$ cat src/rtl/jerky_pkg.sv
// jerky_pkg: shared state type and pattern-length helpers
// for the jerky beat sequencer.
package jerky_pkg;

    localparam int IDXW = 4;

    typedef enum logic [1:0] {
        IDLE,
        RUN,
        PAUSE,
        DRAIN
    } seq_state_t;

    function automatic int pat_len(int w);
        return 2 * w - 2;
    endfunction

    // Out-of-range requests (0 or beyond the pattern) run the full pattern.
    function automatic logic [IDXW-1:0] eff_steps(
        logic [IDXW-1:0] s,
        int              len
    );
        if (s == '0 || int'(s) > len) begin
            return IDXW'(len);
        end
        return s;
    endfunction

endpackage

$ cat src/rtl/jerky_seq_ctrl_if.sv
// jerky_seq_ctrl_if: control inputs and beat stream outputs
// of the jerky sequencer.
interface jerky_seq_ctrl_if
    import jerky_pkg::*;
#(
    parameter int WIDTH = 8
);

    logic             start;
    logic             stop;
    logic             hold;
    logic             mode;
    logic [IDXW-1:0]  steps;
    logic             out_ready;
    logic             out_valid;
    logic [WIDTH-1:0] count;
    logic [IDXW-1:0]  step_idx;
    logic             busy;
    logic             done;
    logic             wrap;

    modport master (
        output start, stop, hold, mode, steps, out_ready,
        input  out_valid, count, step_idx, busy, done, wrap
    );

    modport slave (
        input  start, stop, hold, mode, steps, out_ready,
        output out_valid, count, step_idx, busy, done, wrap
    );

endinterface

$ cat src/rtl/jerky_pattern.sv
// jerky_pattern: maps pattern index k to its beat value,
// 1 on even k and 1<<((k+1)/2) on odd k.
module jerky_pattern
    import jerky_pkg::*;
#(
    parameter int WIDTH = 8
) (
    input  logic [IDXW-1:0]  k,
    output logic [WIDTH-1:0] count
);

    logic [IDXW-1:0] sh;

    always_comb begin
        sh    = (k + IDXW'(1)) >> 1;
        count = k[0] ? (WIDTH'(1) << sh) : WIDTH'(1);
    end

endmodule

$ cat src/rtl/jerky_seq_ctrl.sv
// jerky_seq_ctrl: issues the jerky pattern as a valid/ready beat
// stream with one-shot/continuous runs, pause and drain-on-stop.
module jerky_seq_ctrl
    import jerky_pkg::*;
#(
    parameter int WIDTH = 8
) (
    input logic             clock,
    input logic             reset,
    jerky_seq_ctrl_if.slave bus
);

    localparam int L = pat_len(WIDTH);

    seq_state_t       state_q, state_d;
    logic [IDXW-1:0]  k_q, k_d;
    logic [IDXW-1:0]  steps_q, steps_d;
    logic             mode_q, mode_d;
    logic             wpend_q, wpend_d;
    logic             valid_q, valid_d;
    logic             busy_q, busy_d;
    logic             done_q, done_d;
    logic             wrap_q, wrap_d;
    logic [IDXW-1:0]  idx_q, idx_d;
    logic [WIDTH-1:0] count_q, count_d;
    logic [WIDTH-1:0] pat;
    logic             last;

    jerky_pattern #(.WIDTH(WIDTH)) u_pat (
        .k     (k_d),
        .count (pat)
    );

    assign last = (k_q == steps_q - IDXW'(1));

    always_comb begin
        state_d = state_q;
        k_d     = k_q;
        steps_d = steps_q;
        mode_d  = mode_q;
        wpend_d = wpend_q;
        valid_d = 1'b0;
        done_d  = 1'b0;
        wrap_d  = 1'b0;
        unique case (state_q)
            IDLE: begin
                k_d     = '0;
                wpend_d = 1'b0;
                if (bus.start && !bus.stop) begin
                    state_d = RUN;
                    valid_d = 1'b1;
                    steps_d = eff_steps(bus.steps, L);
                    mode_d  = bus.mode;
                end
            end
            RUN: begin
                valid_d = 1'b1;
                if (bus.out_ready) begin
                    if (bus.stop) begin
                        state_d = IDLE;
                        valid_d = 1'b0;
                    end else if (last && mode_q) begin
                        state_d = IDLE;
                        valid_d = 1'b0;
                        done_d  = 1'b1;
                    end else begin
                        k_d = last ? '0 : k_q + IDXW'(1);
                        // A wrap taken into PAUSE is reported on resume.
                        if (bus.hold) begin
                            state_d = PAUSE;
                            valid_d = 1'b0;
                            wpend_d = last;
                        end else begin
                            wrap_d = last;
                        end
                    end
                end else if (bus.stop) begin
                    state_d = DRAIN;
                end
            end
            PAUSE: begin
                if (bus.stop) begin
                    state_d = IDLE;
                end else if (!bus.hold) begin
                    state_d = RUN;
                    valid_d = 1'b1;
                    wrap_d  = wpend_q;
                    wpend_d = 1'b0;
                end
            end
            DRAIN: begin
                valid_d = 1'b1;
                if (bus.out_ready) begin
                    state_d = IDLE;
                    valid_d = 1'b0;
                end
            end
            default: state_d = IDLE;
        endcase
        busy_d  = (state_d != IDLE);
        idx_d   = valid_d ? k_d : '0;
        count_d = valid_d ? pat : '0;
    end

    always_ff @(posedge clock or negedge reset) begin
        if (!reset) begin
            state_q <= IDLE;
            k_q     <= '0;
            steps_q <= IDXW'(L);
            mode_q  <= 1'b0;
            wpend_q <= 1'b0;
            valid_q <= 1'b0;
            busy_q  <= 1'b0;
            done_q  <= 1'b0;
            wrap_q  <= 1'b0;
            idx_q   <= '0;
            count_q <= '0;
        end else begin
            state_q <= state_d;
            k_q     <= k_d;
            steps_q <= steps_d;
            mode_q  <= mode_d;
            wpend_q <= wpend_d;
            valid_q <= valid_d;
            busy_q  <= busy_d;
            done_q  <= done_d;
            wrap_q  <= wrap_d;
            idx_q   <= idx_d;
            count_q <= count_d;
        end
    end

    assign bus.out_valid = valid_q;
    assign bus.count     = count_q;
    assign bus.step_idx  = idx_q;
    assign bus.busy      = busy_q;
    assign bus.done      = done_q;
    assign bus.wrap      = wrap_q;

endmodule

$ cat src/flat_wrapper.sv
// flat-port wrapper written by rule: the top's interface ports become plain ports
module jerky_seq_ctrl_flat import jerky_pkg::*;
#(
    parameter int WIDTH = 8
)
  (clock, reset, bus_start, bus_stop, bus_hold, bus_mode, bus_steps, bus_out_ready, bus_out_valid, bus_count, bus_step_idx, bus_busy, bus_done, bus_wrap);
  jerky_seq_ctrl_if #(.WIDTH(WIDTH)) bus_i ();
  input logic clock;
  input logic reset;
  input wire logic [$bits(bus_i.start)-1:0] bus_start;
  input wire logic [$bits(bus_i.stop)-1:0] bus_stop;
  input wire logic [$bits(bus_i.hold)-1:0] bus_hold;
  input wire logic [$bits(bus_i.mode)-1:0] bus_mode;
  input wire logic [$bits(bus_i.steps)-1:0] bus_steps;
  input wire logic [$bits(bus_i.out_ready)-1:0] bus_out_ready;
  output wire logic [$bits(bus_i.out_valid)-1:0] bus_out_valid;
  output wire logic [$bits(bus_i.count)-1:0] bus_count;
  output wire logic [$bits(bus_i.step_idx)-1:0] bus_step_idx;
  output wire logic [$bits(bus_i.busy)-1:0] bus_busy;
  output wire logic [$bits(bus_i.done)-1:0] bus_done;
  output wire logic [$bits(bus_i.wrap)-1:0] bus_wrap;
  assign bus_i.start = bus_start;
  assign bus_i.stop = bus_stop;
  assign bus_i.hold = bus_hold;
  assign bus_i.mode = bus_mode;
  assign bus_i.steps = bus_steps;
  assign bus_i.out_ready = bus_out_ready;
  assign bus_out_valid = bus_i.out_valid;
  assign bus_count = bus_i.count;
  assign bus_step_idx = bus_i.step_idx;
  assign bus_busy = bus_i.busy;
  assign bus_done = bus_i.done;
  assign bus_wrap = bus_i.wrap;
  jerky_seq_ctrl #(.WIDTH(WIDTH)) u_core (.clock(clock), .reset(reset), .bus(bus_i));
endmodule
$ cat config.mk
export PLATFORM = sky130hd
export DESIGN_NAME = jerky_seq_ctrl_flat
export DESIGN_NICKNAME = d
export VERILOG_FILES = /design/src/rtl/jerky_pkg.sv /design/src/rtl/jerky_seq_ctrl_if.sv /design/src/rtl/jerky_pattern.sv /design/src/rtl/jerky_seq_ctrl.sv /design/src/flat_wrapper.sv
export SDC_FILE = /design/constraint.sdc
export NUM_CORES = 1
export LEC_CHECK = 0
export ABC_AREA = 1
export CORE_ASPECT_RATIO = 1.5
export CORE_MARGIN = 10
export CORE_UTILIZATION = 53
export DETAILED_ROUTE_END_ITERATION = 10
export GPL_TIMING_DRIVEN = 0
export MAX_ROUTING_LAYER = met4
export PLACE_DENSITY_LB_ADDON = 0.12
export SLEW_MARGIN = 0
export SYNTH_ARGS = -nofsm -noshare
export SYNTH_HDL_FRONTEND = slang
export SYNTH_HIERARCHICAL = 1
export SYNTH_SLANG_ARGS = --single-unit
$ cat constraint.sdc
create_clock -name clock -period 2.9 [get_ports clock]
set_clock_uncertainty 0.2 [all_clocks]
set_input_delay 0.435 -clock clock [delete_from_list [all_inputs] [get_ports clock]]
set_output_delay 0.435 -clock clock [all_outputs]
set_load 0.02 [all_outputs]
==> results.json, run 1 <==
{
  "crit_path_start": "u_core/steps_q[1]$_DFFE_PN1P_",
  "die_h_um": 89.83,
  "die_w_um": 66.55,
  "r2r-start": "u_core/steps_q[1]$_DFFE_PN1P_",
  "drtIter0Drc": 74,
  "synth_edf_count": 0,
  "boundaryPins": 27,
  "fillers": 274,
  "synth_cells": 232,
  "max_freq_mhz": 362.5,
  "cts_root_buffer": "clkbuf_8",
  "crit_required_ns": 2.90,
  "path_max_fanout": 5,
  "min_path_type": "flop to flop",
  "ctsHoldBuffers": 0,
  "grt_max_degree": 29,
  "finalMaxSlewViolations": 0,
  "yosysSeqAreaShare_pct": 40.89,
  "clk_pin_slew_ns": 0.09,
  "worstSkewPairLatency_ns": 0.26,
  "rows": 25,
  "antenna_cells": 0,
  "drive_above_1_share_pct": 18.42,
  "vias": 1547,
  "multi_input_area_um2": 899.6,
  "synth_cell_types": 30,
  "htree_num_levels": 1,
  "syn_area_per_cell_um2": 7.426,
  "cellPowerDensity_nw_per_um2": 1018,
  "dp_hpwl_um": 2912,
  "cts.sinks": 28,
  "critPathArrivalTime_ns": 2.76,
  "grt_usage_pct": 13.72,
  "grt_pass1_vias": 1566,
  "status": "completed",
  "synth_ff_type": "dfrtp_1",
  "synthArstFlopShare_pct": 100.0,
  "power_leakage_nw": 1.045,
  "wl_um": 3845,
  "seq_area_um2": 704.4,
  "avgViaCountPerCell": 5.056,
  "postRouteAntennaNets": 0,
  "start_util_pct": 55.08,
  "routedWlPerCell_um": 12.57,
  "hold_violations": 0,
  "grt_first_pass_wirelength_um": 6582,
  "grt-ovfl-total": 0,
  "gp_congestion": 0.8650,
  "fin_ws_ns": 0.1416,
  "fin_crit_ns": 2.758,
  "nets": 285,
  "worstSetupEndpointType": "flop",
  "holdCritStartpoint": "u_core/steps_q[3]$_DFFE_PN1P_",
  "postSynthNetCount": 250,
  "pre_cts_slack_ns": 0.006506,
  "drc": 0,
  "mappedNetlistArea_um2": 1723,
  "setup_viol": 0,
  "die-area_um2": 5978,
  "finalNonFillerCells": 306,
  "area_delta_synth_final_pct": 25.49,
  "critPathKind": "flop to flop",
  "startpoint_type": "flop",
  "slew_headroom_pct": 18.17,
  "worstMarginPinSlew_ns": 1.224,
  "numCtsBuffers": 3,
  "core_area_um2": 3128,
  "cts_tree": "yes",
  "period_share_pct": 95.12,
  "port_buffers": 26,
  "ys_ff_latch": 28,
  "dp_cells": 298,
  "peakVddDrop_v": 0.0007404,
  "cts_buffer_depth": 2,
  "drv_cap": 0,
  "ys_warn_count": 6,
  "dr.pass1.iters": 4,
  "grt_antenna_before_repair": 0
}
-- cell families (layout without fill, tap and decap cells) --
kind of cell | count (synthesis) | count (layout) | share of synthesized area (%)
adders and majority gates | 7 | 7 | 5.083
AOI/OAI and AO/OA | 23 | 23 | 7.917
DFF | 28 | 28 | 40.89
buffers and inverters | 42 | 76 | 9.804
and+or+nand+nor | 131 | 131 | 35.80
xor gates and xnor gates | 1 | 1 | 0.5084
-- metrics by stage --
step / area (um^2) / util, % / setup TNS, ns / power [mW] / hold slack [ns]
2_1_floorplan: 1723 / - / 0 / 1.555 / -0.06059
3_3_place_gp: 2033 / 65.00 / 0 / 1.844 / 0.2987
3_5_place_dp: 2033 / 65.00 / 0 / 1.865 / 0.3041
4_1_cts: 2078 / 66.44 / 0 / 2.084 / 0.3283
5_1_grt: 2162 / 69.12 / -0.1220 / 2.418 / 0.3451
6_report: 2162 / 69.12 / 0 / 2.200 / 0.3314
-- layout by cell type (no fill, tap or decap), types with 2 or more instances in the layout --
master           synthesis  routed
dfstp_2                  3       3
nand3_2                  3       3
dfrtp_1                 25      25
ha_1                     7       5
nand2_2                  6      11
buf_4                    1       4
nand4_1                  2       2
inv_2                    5       5
clkdlybuf4s50_1          0      26
nor2_2                   9       9
o21ai_0                 10      10
o21ai_2                  2       2
inv_1                   35      35
nor2_1                  18      18
ha_4                     0       2
nand2_1                 69      64
nand3_1                 18      17
a21oi_1                  5       5
buf_6                    1       2
clkbuf_8                 0       3
-- power breakdown --
group | switching, mW | internal [mW] | total (mW)
logic | 0.854 | 0.522 | 1.38
registers | 0.0876 | 0.528 | 0.616
clock network | 0.110 | 0.0981 | 0.208
total | 1.05 | 1.15 | 2.20
-- flip-flops by register name, summed over array words and instances (netlist names) --
register / cells
u_core/bus.wrap: 1
u_core/wpend_q: 1
u_core/bus.done: 1
u_core/bus.out_valid: 1
u_core/bus.count: 8
u_core/mode_q: 1
u_core/bus.busy: 1
u_core/steps_q: 4
u_core/state_q: 2
u_core/k_q: 4
u_core/bus.step_idx: 4
-- cells in the mapped netlist (2+ instances only) --
cell / number / area (um^2)
nand3_2: 3 / 30.03
nand2_2: 6 / 37.54
dfstp_2: 3 / 78.83
o21ai_0: 10 / 50.05
nor2_2: 9 / 56.30
nor2_1: 18 / 67.56
nand3_1: 18 / 90.09
inv_1: 35 / 131.4
nand2_1: 69 / 259.0
a21oi_1: 5 / 25.02
nand4_1: 2 / 12.51
inv_2: 5 / 18.77
ha_1: 7 / 87.58
dfrtp_1: 25 / 625.6
o21ai_2: 2 / 17.52
-- final cells by class --
type | instances | share of cell area (%)
Buffer | 2 | 1.042
Clock buffer | 4 | 2.083
Inverter | 40 | 6.944
Multi-Input combinational cell | 162 | 41.61
Sequential cell | 28 | 32.58
Tap cell | 40 | 2.315
Timing Repair Buffer | 30 | 13.43
-- worst paths after layout --
kind,cells past startpoint,to,slack (ns)
worst min register to register,2,u_core/steps_q[3]$_DFFE_PN1P_,0.33
max in group asynchronous,1,u_core/bus.step_idx[2]$_DFF_PN0_,1.17
worst min-delay path,2,u_core/steps_q[3]$_DFFE_PN1P_,0.33
min in group asynchronous,1,u_core/mode_q$_DFFE_PN0P_,0.61
worst max register to register,19,u_core/bus.count[3]$_DFF_PN0_,0.14
worst max-delay path,19,u_core/bus.count[3]$_DFF_PN0_,0.14
-- per-layer routing --
metal | part of all wire, % | vias to the layer above | global-route usage, %
met5 | 0 | - | -
met4 | 2.3 | 0 | 5.965
met3 | 3.9 | 6 | 2.360
met2 | 54 | 29 | 25.08
met1 | 39 | 716 | 13.17
li1 | - | 796 | -
-- worst max-delay path, cell delays in order, from the launching register on --
cell     delay, ns
dfstp_2       0.53
inv_1         0.08
ha_4          0.27
inv_1         0.03
nand2_1       0.05
nand2_1       0.08
nor2_4        0.17
nand4_4       0.13
nand2_2       0.08
inv_2         0.05
o21ai_2       0.10
nand2_1       0.10
nand2_2       0.16
ha_4          0.16
nand2_2       0.05
nand2_2       0.08
nand3_1       0.09
nor2_1        0.11
inv_1         0.07
nor2_2        0.10
-- what timing repair did --
item	4_1_cts	5_1_grt
endpoints found under the setup margin	0	8
resized for setup	0	11
setup buffers	0	4
(Power assumes the default switching activity.)
==> run 2: changes to the inputs <==
--- a/config.mk
+++ b/config.mk
@@ -6,9 +6,10 @@
 export NUM_CORES = 1
 export LEC_CHECK = 0
 export ABC_AREA = 1
+export CAP_MARGIN = 20
 export CORE_ASPECT_RATIO = 1.5
 export CORE_MARGIN = 10
-export CORE_UTILIZATION = 53
+export CORE_UTILIZATION = 40
 export DETAILED_ROUTE_END_ITERATION = 10
 export GPL_TIMING_DRIVEN = 0
 export MAX_ROUTING_LAYER = met4
==> results.json, run 2 (synthesized netlist as in run 1, its figures left out) <==
{
  "period_share_pct": 93.36,
  "cts_buffer_depth": 2,
  "die_h_um": 100.4,
  "power_leakage_nw": 1.057,
  "finalMaxSlewViolations": 0,
  "final_common_cell": "nand2_1",
  "largest_reg_flops": 8,
  "grt_first_pass_wirelength_um": 6865,
  "drc": 0,
  "drive_above_1_share_pct": 21.13,
  "utilization_pct": 52.62,
  "seq_power_share_pct": 27.4,
  "die-area_um2": 7386,
  "cellPowerDensity_nw_per_um2": 1023,
  "drtIter0Drc": 53,
  "rrSetupSlack_ns": 0.19,
  "boundaryPins": 27,
  "clk_pin_slew_ns": 0.10,
  "core_area_um2": 4209,
  "pre_cts_slack_ns": -0.06141,
  "fillers": 414,
  "critPathArrivalTime_ns": 2.72,
  "peakVddDrop_v": 0.0006230,
  "cts_root_buffer": "clkbuf_8",
  "crit_cells": 21,
  "dp_hpwl_um": 3192,
  "worstReg2RegEnd": "u_core/bus.count[0]$_DFF_PN0_",
  "worstSetupEndpointType": "flop",
  "grt_pass1_vias": 1578,
  "cts_tree": "yes",
  "path_max_fanout": 3,
  "grt-ovfl-total": 0,
  "postRouteAntennaNets": 0,
  "area_delta_synth_final_pct": 28.54,
  "critPathKind": "flop to flop",
  "intPower_mw": 1.173,
  "worstSkewPairLatency_ns": 0.28,
  "design_area_um2": 2215,
  "pwr-share-clk_pct": 10.7,
  "crit_path_max_incr_delay_ns": 0.55,
  "dr.pass1.iters": 4,
  "wl_um": 4111,
  "drv_cap": 0,
  "hold_violations": 0,
  "crit_family": "simple AND/OR/NAND/NOR gates",
  "switching_share_pct": 48.23,
  "rr_worst_depth": 21,
  "vias": 1526,
  "dpl_cell_area_um2": 2068,
  "grt_antenna_before_repair": 0,
  "slew_headroom_pct": 60.90,
  "r2r-start": "u_core/steps_q[1]$_DFFE_PN1P_",
  "avgViaCountPerCell": 4.907,
  "routedWlPerCell_um": 13.22,
  "startpoint_type": "flop",
  "rows": 29,
  "worstMarginPinSlew_ns": 0.5843,
  "cts.sinks": 28,
  "max_freq_mhz": 369.4,
  "crit_required_ns": 2.91,
  "setup_viol": 0,
  "min_path_type": "input port to asynchronous set/reset pin",
  "start_util_pct": 40.93,
  "grt_max_degree": 21,
  "status": "completed",
  "nets": 284,
  "switchingPower_mw": 1.092,
  "fin_crit_ns": 2.707,
  "cp_cell_sequence": "inv_2, ha_4, inv_1, nand2_1, nand2_1, nor2_4, nand4_4, nand2_2, inv_2, o21ai_2, nand2_2, nand2_2, ha_4, inv_1, nand2_1, nand2_2, nor2_2, nand2_1, nand2_1, inv_1, nor2_2",
  "port_buffers": 26,
  "fin_ws_ns": 0.1926,
  "comb_power_share_pct": 61.9,
  "mostFrequentLayoutCells": "63 x nand2_1, 34 x inv_1, 26 x clkdlybuf4s50_1, 25 x dfrtp_1, 16 x nor2_1",
  "cp_num_buf_inv": 5,
  "antenna_cells": 0,
  "cpMostUsedCell": "nand2_1",
  "htree_num_levels": 1,
  "gp_congestion": 0.8869,
  "crit_path_top_delay_cell": "dfstp_2",
  "numCtsBuffers": 3,
  "grt_usage_pct": 11.68,
  "die_w_um": 73.59,
  "finalPower_mw": 2.265
}
-- run 2: changes by cell type in the layout (fill, tap and decap cells not counted), moves of 2 or more --
cell / delta
nand3_2: +3
nor2_2: +2
nor2_1: -2
buf_4: -2
nand3_1: -3
-- run 2: timing repair --
| item | 4_1_cts | 5_1_grt |
|---|---|---|
| setup endpoints to repair | 0 | 8 |
| setup buffers | 0 | 2 |
| resized for setup | 0 | 18 |
| hold buffers | 0 | 0 |
-- run 2: power groups by stage --
stage | Combinational, mW | Clock [mW] | Sequential, mW
6_report | 1.40 | 0.243 | 0.620
3_5_place_dp | 1.26 | 0 | 0.625
4_1_cts | 1.26 | 0.254 | 0.619
3_3_place_gp | 1.25 | 0 | 0.624
5_1_grt | 1.57 | 0.266 | 0.639
2_1_floorplan | 0.893 | 0 | 0.662
-- run 2: layer usage --
metal,vias up,GRT usage (%),routed length [um]
met2,35,19.01,2099
met5,-,-,0
li1,791,-,-
met3,14,3.159,231
met1,686,12.60,1620
met4,0,5.755,159
-- run 2: worst max path at each step --
stage	from	to
global route	u_core/steps_q[1]$_DFFE_PN1P_	u_core/bus.count[0]$_DFF_PN0_
detailed placement	bus_out_ready	u_core/bus.count[7]$_DFF_PN0_
floorplan	u_core/steps_q[1]$_DFFE_PN1P_	u_core/bus.count[0]$_DFF_PN0_
CTS	u_core/steps_q[1]$_DFFE_PN1P_	u_core/bus.count[2]$_DFF_PN0_
global placement	bus_out_ready	u_core/bus.count[7]$_DFF_PN0_
finish	u_core/steps_q[1]$_DFFE_PN1P_	u_core/bus.count[0]$_DFF_PN0_
-- run 2: per-stage QoR --
stage	setup TNS, ns	std cells	hold WS, ns
finish	0	311	0.3094
global route	-0.08342	311	0.3389
global placement	-0.07552	304	0.3083
detailed placement	-0.1596	305	0.3100
CTS	0	309	0.3244
floorplan	0	232	-0.06059
-- run 2: final cells by class --
type | count | area, um^2 | area share, %
sequential | 28 | 704.4 | 31.81
buffer | 2 | 22.52 | 1.017
clock buffer | 4 | 55.05 | 2.486
timing repair buffer | 29 | 302.8 | 13.67
multi-input combinational | 162 | 922.1 | 41.64
tap | 46 | 57.56 | 2.599
inverter | 40 | 150.1 | 6.780
-- run 2: worst reg2reg max path: stages (launching register included) --
cell and delay, ns:
dfstp_2 0.55, inv_2 0.06, ha_4 0.27, inv_1 0.03, nand2_1 0.05, nand2_1 0.08
nor2_4 0.17, nand4_4 0.13, nand2_2 0.09, inv_2 0.06, o21ai_2 0.12, nand2_2 0.08
nand2_2 0.11, ha_4 0.15, inv_1 0.05, nand2_1 0.06, nand2_2 0.08, nor2_2 0.08
nand2_1 0.05, nand2_1 0.05, inv_1 0.04, nor2_2 0.08
==> run 3: changes to the inputs <==
--- a/config.mk
+++ b/config.mk
@@ -12,7 +12,6 @@
 export CORE_UTILIZATION = 40
 export DETAILED_ROUTE_END_ITERATION = 10
 export GPL_TIMING_DRIVEN = 0
-export MAX_ROUTING_LAYER = met4
 export PLACE_DENSITY_LB_ADDON = 0.12
 export SLEW_MARGIN = 0
 export SYNTH_ARGS = -nofsm -noshare
==> constraint.sdc (replaced) <==
create_clock -name clock -period 3.2 [get_ports clock]
set_clock_uncertainty 0.2 [all_clocks]
set_input_delay 0.48 -clock clock [delete_from_list [all_inputs] [get_ports clock]]
set_output_delay 0.48 -clock clock [all_outputs]
set_load 0.02 [all_outputs]
==> results.json, run 3 (synthesized netlist as in run 1, its figures left out) <==
{
  "min_path_type": "flop to flop",
  "wl_um": 3923,
  "start_util_pct": 40.93,
  "area_delta_synth_final_pct": 23.24,
  "grt-ovfl-total": 0,
  "grt_antenna_before_repair": 0,
  "critPathKind": "flop to flop",
  "drive_above_1_share_pct": 14.83,
  "seq_area_um2": 704.4,
  "die_w_um": 73.59,
  "grt_max_degree": 21,
  "crit_path_max_incr_delay_ns": 0.54,
  "startpoint_type": "flop",
  "dp_cells": 305,
  "hold_violations": 0,
  "worstSetupEndpointType": "flop",
  "cts.sinks": 28,
  "dp_hpwl_um": 3192,
  "cp_cell_sequence": "inv_1, ha_1, inv_1, nand2_1, nand2_1, nor2_4, nand4_4, nand2_1, inv_2, o21ai_2, nand2_1, nand2_1, ha_1, inv_1, nand3_1, nor2_1, inv_1, nor2_2",
  "drc": 0,
  "rows": 29,
  "worstSkewPairLatency_ns": 0.27,
  "grt_usage_pct": 11.36,
  "routedWlPerCell_um": 12.70,
  "largest_reg_flops": 8,
  "cts_buffer_depth": 2,
  "mostFrequentLayoutCells": "69 x nand2_1, 35 x inv_1, 26 x clkdlybuf4s50_1, 25 x dfrtp_1",
  "postRouteAntennaNets": 0,
  "boundaryPins": 27,
  "peakVddDrop_v": 0.0005319,
  "numCtsBuffers": 3,
  "path_max_fanout": 5,
  "worstMarginPinSlew_ns": 0.5900,
  "cpMostUsedCell": "nand2_1",
  "core_area_um2": 4209,
  "crit_path_top_delay_cell": "dfstp_2",
  "finalNonFillerCells": 309,
  "ctsHoldBuffers": 0,
  "period_share_pct": 89.32,
  "grt_first_pass_wirelength_um": 6865,
  "dpl_cell_area_um2": 2068,
  "post-cts-setup-buffer-count": 0,
  "crit_required_ns": 3.22,
  "drv_cap": 0,
  "setup_viol": 0,
  "grt_pass1_vias": 1578,
  "critPathArrivalTime_ns": 2.88,
  "rsz0062_at_grt": "no",
  "die_h_um": 100.4,
  "fillers": 429,
  "final_common_cell": "nand2_1",
  "clk_pin_slew_ns": 0.10,
  "drtIter0Drc": 52,
  "gp_congestion": 0.8727,
  "avgViaCountPerCell": 4.926,
  "antenna_cells": 0,
  "status": "completed",
  "nets": 282,
  "dr.pass1.iters": 4,
  "cp_num_buf_inv": 5,
  "fin_crit_ns": 2.858,
  "port_buffers": 26,
  "design_area_um2": 2123,
  "crit_family": "simple AND/OR/NAND/NOR gates",
  "fin_setup_tns_ns": 0,
  "vias": 1522,
  "cellPowerDensity_nw_per_um2": 901.1,
  "cts_tree": "yes",
  "htree_num_levels": 1,
  "power_leakage_nw": 1.044,
  "max_freq_mhz": 349.9,
  "cts_root_buffer": "clkbuf_8",
  "cts_resized": 0,
  "finalMaxSlewViolations": 0,
  "slew_headroom_pct": 60.52,
  "multi_input_area_um2": 849.6,
  "die-area_um2": 7386
}
run 3: cell types whose count changed in the layout (fill, tap and decap cells not counted), sizes merged:
cell,delta
buf,-2
run 3: tightest hold or removal path, cell delays in order (launching register included):
cell     delay, ns
dfstp_2       0.38
inv_1         0.05
o21ai_0       0.09
run 3: power breakdown:
part | internal (mW) | total (mW) | leakage, nW | switching [mW]
Sequential | 0.479 | 0.560 | 0.364 | 0.0808
Combinational | 0.409 | 1.13 | 0.651 | 0.725
Clock | 0.110 | 0.219 | 0.0288 | 0.109
Total | 0.998 | 1.91 | 1.04 | 0.915
run 3: per-stage QoR:
step	power (mW)	hold WS, ns	setup slack (ns)	utilization [%]
final	1.913	0.3200	0.3417	50.45
after global routing	2.114	0.3623	0.02871	50.45
after CTS	1.936	0.3250	0.3107	50.45
after detailed placement	1.707	0.3100	0.1936	49.14
after global placement	1.698	0.3083	0.2108	48.48
after floorplan	1.410	-0.01559	0.6126	-
run 3: worst paths after layout:
check	from	end	slack, ns	depth (start not counted)
max	u_core/steps_q[1]$_DFFE_PN1P_	u_core/bus.count[2]$_DFF_PN0_	0.34	18
min in group asynchronous	reset	u_core/bus.wrap$_DFF_PN0_	0.35	1
max in group asynchronous	reset	u_core/k_q[2]$_DFF_PN0_	1.96	2
max reg2reg	u_core/steps_q[1]$_DFFE_PN1P_	u_core/bus.count[2]$_DFF_PN0_	0.34	18
min	u_core/steps_q[3]$_DFFE_PN1P_	u_core/steps_q[3]$_DFFE_PN1P_	0.32	2
min reg2reg	u_core/steps_q[3]$_DFFE_PN1P_	u_core/steps_q[3]$_DFFE_PN1P_	0.32	2
run 3: final cells by class:
type                       count  area share (%)
sequential                    28           33.18
clock buffer                   4           2.593
tap                           46           2.711
buffer                         2          0.8839
multi-input combinational    162           40.01
timing repair buffer          27           13.55
inverter                      40           7.071
run 3: metal layers:
layer / track usage [%] / wire (um) / vias to the layer above
met5: 0 / 0 / -
met4: 5.755 / 153 / 0
met3: 3.751 / 270 / 16
met2: 19.01 / 1945 / 40
met1: 12.25 / 1553 / 679
li1: - / - / 787
==> edit 1, RTL diff (settings of run 1) <==
Encoding of `seq_state_t`: now one-hot (4 bits for 4 states).
--- a/src/rtl/jerky_pkg.sv
+++ b/src/rtl/jerky_pkg.sv
@@ -6,7 +6,7 @@
 
-    typedef enum logic [1:0] {
-        IDLE,
-        RUN,
-        PAUSE,
-        DRAIN
+    typedef enum logic [3:0] {
+        IDLE  = 4'b0001,
+        RUN   = 4'b0010,
+        PAUSE = 4'b0100,
+        DRAIN = 4'b1000
     } seq_state_t;
Formal check against the unedited RTL: no difference found for any inputs over 10 cycles, from zero or initial values and one cycle with reset low; not proved beyond that.
==> edit 1 against run 1 <==
  * The flow now finishes with violations (hold timing)
  * Wire length up 6.0%
  * Count of clock-buffer cells in the layout up 2
  * Highest routed layer unchanged
  * Sequential share of layout area up 0.41 points
  * Design area up 6.0%
  * Synthesized area up 4.0%
  * Maximum frequency up 3.0%
  * Global-route usage up 0.69 points
  * Setup slack better by 0.080 ns
  * Non-clock buffer count up 2
  * Synthesized cell count up 2.6%
  * Sequential cell count up 2
Power is not compared: it rests on default switching activity, and its combinational part moved more than twofold at a synthesized area within 25%.
==> edit 1: results (changes against run 1) <==
- Worst-Skew Late Latency: 0.28 ns (+0.02 ns)
- Maximum number of pins on one net before global-route repair: 31 (+6.9%)
- Status: finished, violations left
- Iter 0 DRT Violations: 90 (+22%)
- Hold WS: -0.0234 ns (-0.355 ns)
- Vias in the first global route: 1551 (-0.96%)
- Arrival @ worst endpoint: 2.66 ns (-0.10 ns)
- Syn Nets: 252 (+0.80%)
- Synth Register Bits: 30 (+7.1%)
- Fill count: 276 (+0.73%)
- Multi-input logic portion of the cell area: 40.0% (-1.6 points)
- FF-to-FF End: u_core/bus.count[1]
- Top post-synthesis cells by count: nand2_1 (60), inv_1 (31), dfrtp_1 (26)
- Cts bufs inserted: 5 (+2)
- Signal buffers: 34 (+6.3%)
- CTS clk-pin slew, worst paths: 0.06 ns (-0.03 ns)
- Post-synth top area share: 36.3% (about the same)
- Min Tclk post-route: 2.68 ns (-0.0800 ns)
- Worst min path class: input port to async pin
- Synth unique cells: 31 (+3.3%)
- Synth top area cells: dfrtp_1 (36%), nand2_1 (13%), inv_1 (6.5%)
- DRT Wirelength: 4080 um (+6.0%)
- Clock network area share: 3.60% (+1.5 points)
- FF/Latch Area: 756 um2 (+7.3%)
- Critical path capture point: u_core/bus.count[1]
- Failing checks: hold timing
- Final cell count without fillers: 318 (+3.9%)
- Final hold vios: 26 (+26)
- HPWL after detailed placement: 3050 um (+4.7%)
- Slew HR: 57.0% (+39 points)
- Global-route wire length before repair: 6840 um (+4.0%)
[edit 1: changes by cell type after synthesis, moves of 2 or more]
cell      before  now
o21ai_2        2    0
nand2_1       69   60
inv_2          5   11
ha_1           7    3
nor2_4         1    3
nor2_1        18   25
o31ai_1        0    2
nand3_4        0    2
nand3_1       18   21
o21ai_0       10    7
inv_1         35   31
o211ai_1       0    2
nand2_2        6   14
nor2_2         9    2
[edit 1: cells by family (layout without fill, tap and decap cells)]
| group | after synthesis | after routing | synth area share (%) |
|---|---|---|---|
| flops | 30 | 30 | 42.2 |
| xor+xnor | 2 | 2 | 0.978 |
| buf+inv | 46 | 86 | 9.99 |
| simple gates | 138 | 138 | 38.7 |
| compound gates | 19 | 19 | 6.07 |
| fa+ha+maj | 3 | 3 | 2.10 |
[edit 1: metal layers]
layer  vias up  global-route usage (%)  wire [um]
met5         -                       -          0
met4         0                    7.04         91
met3         8                    3.57        174
met2        31                    24.5       2290
met1       773                    14.6       1520
li1        817                       -          -
==> edit 2, RTL diff (config.mk and constraints of run 1) <==
Made on the original files. The package constant `IDXW` goes from 4 to 2.
--- a/src/rtl/jerky_pkg.sv
+++ b/src/rtl/jerky_pkg.sv
@@ -4,3 +4,3 @@
 
-    localparam int IDXW = 4;
+    localparam int IDXW = 2;
 
Ports: changed (resized bus_step_idx and bus_steps); port bits go from 27 to 23. No check against the original RTL was run, so the function may have changed too.
==> edit 2 against run 1 <==
  * Register-to-register slack better by 0.84 ns
  * Total power down 36%
  * Design area down 32%
  * Global-route usage down 1.4 points
  * Die area down 24%
  * Sequential cell count down 6
  * Count of clock-buffer cells in the layout unchanged
  * Setup slack better by 0.67 ns
  * Wire length down 33%
  * Synthesized area down 32%
==> edit 2: results (changes against run 1) <==
- Vias per Instance: 4.84 (-4.3%)
- HPWL after detailed placement: 2080 um (-29%)
- R2R cell count: 14 (-5)
- Hold WS: 0.300 ns (-0.0314 ns)
- Synth Area in Adders: 4.26% (-0.82 points)
- Slew of the pin with the lowest slew margin: 0.973 ns (-0.251 ns)
- Status: complete, no violations
- GR Util All Layers: 12.3% (-1.4 points)
- Top post-synthesis cells by count: nand2_1 (43), inv_1 (29), dfrtp_1 (21)
- Global-route track usage on met3: 3.75% (+1.4 points)
- Gate Count Post-Synth: 153 (-34%)
- Place WS: 0.529 ns (+0.523 ns)
- Setup crit start: bus_out_ready
- Compound-gate portion of the synthesized area: 6.50% (-1.4 points)
- Share of cells above drive strength 1: 10.3% (-8.1 points)
- DP Area: 1440 um2 (-29%)
- Clk root buf: clkbuf_4
- Nets@finish: 198 (-31%)
- Pleak: 0.768 nW (-27%)
- Worst R2R Setup Slack: 0.98 ns (+0.84 ns)
- Drt wl/cell: 12.4 um (-1.2%)
- GP Congestion: 0.796 (-7.9%)
- CTS clk-pin slew, worst paths: 0.12 ns (+0.03 ns)
- Pint: 0.797 mW (-31%)
- Maximum number of pins on one net before global-route repair: 23 (-21%)
- Hold EP: u_core/wpend_q
- Synth unique cells: 21 (-30%)
==> edit 2: power groups by stage <==
stage	registers (mW)	clock network [mW]	logic (mW)
floorplan	0.573	0	0.444
global placement	0.492	0	0.778
detailed placement	0.500	0	0.791
CTS	0.494	0.143	0.797
global route	0.505	0.157	0.899
finish	0.493	0.136	0.790
==> edit 2: cell type report <==
type / instances / area (um2)
Inverter: 29 / 109
Tap cell: 22 / 27.5
Clock buffer: 4 / 26.3
Buffer: 7 / 56.3
Sequential cell: 22 / 552
Multi-Input combinational cell: 100 / 475
Fill cell: 174 / 611
Timing Repair Buffer: 22 / 220
==> edit 2: worst max-delay path, stage by stage <==
cell             delay [ns]
clkdlybuf4s50_1        0.49
inv_1                  0.10
nor2_1                 0.26
nand2_1                0.12
nor2_1                 0.14
o21ai_1                0.08
nand2_1                0.08
nand2_1                0.08
inv_1                  0.09
inv_1                  0.05
nor2_2                 0.06
inv_1                  0.04
nor2_1                 0.08
